[config.mk]
export PLATFORM = sky130hd
export DESIGN_NAME = duty_feeder
export DESIGN_NICKNAME = d
export VERILOG_FILES = /design/src/rtl/duty_feeder.sv
export SDC_FILE = /design/constraint.sdc
export NUM_CORES = 1
export LEC_CHECK = 0
export CAP_MARGIN = 20
export CORE_UTILIZATION = 53
export DETAILED_ROUTE_END_ITERATION = 8
export GPL_TIMING_DRIVEN = 1
export PLACE_DENSITY = 0.75
export SLEW_MARGIN = 25
export SYNTH_ARGS = -nofsm -noshare
export SYNTH_HDL_FRONTEND = slang
export SYNTH_SLANG_ARGS = --single-unit
[constraint.sdc]
create_clock -name clk -period 3.3 [get_ports clk]
set_input_delay 0.33 -clock clk [delete_from_list [all_inputs] [get_ports clk]]
set_output_delay 0.33 -clock clk [all_outputs]
set_load 0.01 [all_outputs]
[src/rtl/duty_feeder.sv]
// Sample FIFO that reloads a PWM duty register once per PWM period, in lockstep with the PWM counter.
// Define DUTY_FEEDER_HOLD_EN to hold the last duty on underflow instead of falling back to midscale.
module duty_feeder #(
  parameter int unsigned N     = 8,
  parameter int unsigned DEPTH = 16
) (
  input  logic                     clk,
  input  logic                     rst,
  input  logic                     ena,
  input  logic                     step,
  input  logic [N-1:0]             s_data,
  input  logic                     s_valid,
  output logic                     s_ready,
  output logic [N-1:0]             duty,
  output logic                     period_start,
  output logic                     underflow,
  output logic [7:0]               underflow_count,
  output logic [$clog2(DEPTH):0]   level
);

  localparam int unsigned AW = $clog2(DEPTH);
  localparam int unsigned LW = AW + 1;
  localparam logic [N-1:0]  MIDSCALE   = N'(1) << (N - 1);
  localparam logic [LW-1:0] FULL_LEVEL = LW'(DEPTH);
  localparam logic [7:0]    UF_MAX     = 8'hFF;

  logic [N-1:0]  cnt;
  logic [AW-1:0] wr_ptr;
  logic [AW-1:0] rd_ptr;
  logic [N-1:0]  mem [DEPTH];

  logic          advance_c;
  logic          boundary_c;
  logic          push_c;
  logic          pop_c;
  logic          empty_pop_c;
  logic [N-1:0]  uf_value_c;

  // Boundary is the edge on which the period counter wraps, same as the PWM counter.
  assign advance_c   = ena & step;
  assign boundary_c  = advance_c & (cnt == '1);
  assign s_ready     = (level < FULL_LEVEL);
  assign push_c      = s_valid & s_ready;
  assign pop_c       = boundary_c & (level != '0);
  assign empty_pop_c = boundary_c & (level == '0);

`ifdef DUTY_FEEDER_HOLD_EN
  assign uf_value_c = duty;
`else
  assign uf_value_c = MIDSCALE;
`endif

  // Period counter
  always_ff @(posedge clk or negedge rst) begin
    if (!rst) begin
      cnt <= '0;
    end else if (advance_c) begin
      cnt <= cnt + N'(1);
    end
  end

  // FIFO pointers and occupancy; a pop of an empty FIFO leaves them alone
  always_ff @(posedge clk or negedge rst) begin
    if (!rst) begin
      wr_ptr <= '0;
      rd_ptr <= '0;
      level  <= '0;
    end else begin
      if (push_c) begin
        wr_ptr <= wr_ptr + AW'(1);
      end
      if (pop_c) begin
        rd_ptr <= rd_ptr + AW'(1);
      end
      case ({push_c, pop_c})
        2'b10:   level <= level + LW'(1);
        2'b01:   level <= level - LW'(1);
        default: level <= level;
      endcase
    end
  end

  // Sample storage; contents are don't-care until written
  always_ff @(posedge clk) begin
    if (push_c) begin
      mem[wr_ptr] <= s_data;
    end
  end

  // Duty reload and status pulses
  always_ff @(posedge clk or negedge rst) begin
    if (!rst) begin
      duty            <= MIDSCALE;
      period_start    <= 1'b0;
      underflow       <= 1'b0;
      underflow_count <= '0;
    end else begin
      period_start <= boundary_c;
      underflow    <= empty_pop_c;
      if (pop_c) begin
        duty <= mem[rd_ptr];
      end else if (empty_pop_c) begin
        duty <= uf_value_c;
      end
      if (empty_pop_c && (underflow_count != UF_MAX)) begin
        underflow_count <= underflow_count + 8'(1);
      end
    end
  end

endmodule

==> summary.txt <==
Fraction of registers with async set or reset after synthesis: 23.4%
Worst slew pin tran: 0.866 ns
Register clock-pin slew on the reported worst setup and hold paths: 0.06 ns
Crit Path Class: flip-flop to flip-flop
Post-CTS setup buffers: 0
Total power: 4430 uW
Post-Syn Nets: 403
Drt wl/cell: 19.2 um
Layout Utilization: 65.4%
Final antenna diode count: 0
Placed cell area: 0.00735 sq mm
Largest family of logic cells by synthesized area: multiplexers
Post-synthesis mux area share: 11.8%
Skew-Pair Late Insertion Delay: 0.41 ns
Largest stage delay on the critical path: 0.47 ns
Post-route cell area: 0.00795 sq mm
Synth Area in XOR/XNOR: 3.27%
Via count of the first global-routing pass: 3567
Minimum clock period: 2.97 ns
Die W: 114 um
Startpoint Class: flip-flop
Slowest stage cell, crit path: or4_4
Worst-path maximum fanout: 6
Worst EP required: 3.64 ns
Met3 Use GR: 5.77%
Peak supply drop: 0.519 mV
Starting Density: 55.1%
Largest net degree at the start of global routing: 40
CTS root buffer: clkbuf_16
Met1 GRT Util: 25.3%
Inserted Clock Buffers: 17
Clock buffer depth: 2
Hold buffers post-CTS: 0
Worst rel slew slack: 42.2%
Post-synthesis cell count: 379
Post-layout worst setup margin: 0.334 ns
Sequential share of the synthesized area: 71.9%
Reg2Reg Setup Slack: 0.33 ns
Full die area: 0.0131 sq mm
Peak Freq: 0.337 GHz
Commonest non-fill, non-tap cells in the layout: edfxtp_1, dfrtp_1, clkdlybuf4s50_1
CP dominant cell by count: ha_1
Antenna Nets Post-Route: 0
DP HPWL: 7920 um
Leading cell type in the layout, fill and taps excluded: edfxtp_1
Post_cts resized: 0
Total wire length: 11800 um
Routed vias: 3399
Clock Skew: 0.00872 ns
Hold violation total from the final report: 0
Yosys warning count: 0
DR DRC count: 0
Setup Slack @ Placement: 0.329 ns
Setup TNS: 0 ns
Final setup fails: 0
Die Y: 114 um
Critical path's top delay family: simple AND/OR/NAND/NOR gates
Worst path arrival time: 3.30 ns
Max Transition Viols Final: 0
Min-delay worst type: primary input to asynchronous set/reset pin
Drt pass-1 iters: 4
Pwr Density: 557 mW/mm^2
Primary FF master, synth: edfxtp_1
Number of flops mapped to enable cells by yosys: 128
CP endpoint kind: flip-flop
Lkg Pwr: 0.00279 uW
Fillers: 809
Cell Area, Synth: 0.00671 sq mm
TritonCTS clock tree: done
GRT met2 Usage: 34.0%
GRT overflow: 0
Register bit total from synthesis: 167
H-tree lvl count: 4
Gpl congestion: 0.767
First-pass GRT wire length: 18700 um
Core Box Area: 0.0122 sq mm
Adder-cell share of the synthesized area: 2.05%
DRT iter0 DRCs: 242
Final Cycle Share: 89.9%
Status: complete, no violations
Buffers and inverters on the worst path: 0
Num ports: 37
# port buffers: 36
Register area: 0.00482 sq mm
Post-synthesis compound-gate area fraction: 3.62%
Clock tree sinks: 167
Initial antenna violation count: 0
Post-synthesis simple-gate area fraction: 5.99%
Critical path cell sequence: or2_1 > or4_4 > nor2b_1 > ha_1 > xor2_1 > ha_1 > a22o_1 > a21o_1 > a221oi_1 > xnor2_1
Num rows: 40
Most used routing layer: met2
Area of the multi-input gates: 0.00179 sq mm
P&R area growth vs syn: 18.6%
Vias/cell: 5.52
GRT Util Overall: 20.1%
Avg Cell Area, Syn: 17.7 sq um
Max_cap viols: 0
Cell variety after synth: 36
Fin nets: 459
Ratio of cells with drive above 1 in the final layout: 20.3%
RSZ-0062 raised after global routing: no
## power by group
group	switching [uW]	internal, uW	leakage [uW]	total (uW)
registers	36.3	2300	0.00166	2340
logic	57.6	51.4	0.000848	109
clock network	792	1190	0.000280	1980
## kinds of logic (layout without fill, tap and decap cells)
kind of cell,count (synthesis),after routing
xor+xnor,25,25
mux,39,39
simple gates,80,80
buf+inv,24,93
flops,167,167
fa+ha+maj,11,11
compound gates,33,33
## state kept, by name, indices dropped and copies added, names as in the netlist
signal           cells
rd_ptr               4
period_start         1
underflow            1
underflow_count      8
duty                 8
mem                128
cnt                  8
level                5
wr_ptr               4
## stage by stage
step,hold slack [ns],std cells
finish,0.0217,616
global route,0.106,616
CTS,0.0560,616
detailed placement,0.458,584
global placement,0.462,584
floorplan,0.0344,379
## layer usage
layer | vias up | share of wire, % | wire (um)
met5 | - | 0 | 0
met4 | 0 | 1.1 | 129
li1 | 1583 | - | -
met1 | 1705 | 42 | 4990
met3 | 10 | 4.9 | 582
met2 | 101 | 52 | 6140
## synth_stat cells (2+ instances only)
master      n  area (sq um)
xor2_1      9          78.8
buf_2       4          20.0
nor2b_1     4          25.0
clkbuf_1   13          48.8
a22o_1      8          70.1
a22oi_1    14           105
nand2b_1    3          18.8
nand4_1     3          18.8
nor3_1      4          20.0
mux2i_1     3          30.0
edfxtp_1  128          3840
a21oi_1     2          10.0
ha_1       11           138
dfrtp_1    38           951
and3_1      2          12.5
inv_1       7          26.3
mux4_2     31           698
and2_1      2          12.5
xnor2_1    16           140
nor2_1     21          78.8
and4_1      4          35.0
o21ai_0     5          25.0
nand2_1    23          86.3
mux2_2      4          45.0
nand3_1     9          45.0
## layout make-up
type / instances / share of cell area (%)
sequential: 167 / 60.6
tap: 168 / 2.64
clock inverter: 15 / 2.22
inverter: 7 / 0.330
multi-input combinational: 188 / 22.5
clock buffer: 17 / 5.35
timing repair buffer: 54 / 6.32
## path summary, 6_finish.rpt
path	startpoint	end	depth (start not counted)
worst min register to register	cnt[6]$_DFFE_PN0P_	cnt[6]$_DFFE_PN0P_	1
worst max register to register	level[1]$_DFFE_PN0P_	level[4]$_DFFE_PN0P_	10
max in group asynchronous	rst	rd_ptr[0]$_DFFE_PN0P_	1
min in group clk	cnt[6]$_DFFE_PN0P_	cnt[6]$_DFFE_PN0P_	1
worst max-delay path	level[1]$_DFFE_PN0P_	level[4]$_DFFE_PN0P_	10
worst min-delay path	rst	level[3]$_DFFE_PN0P_	1
Power figures use the tool's default switching activity.
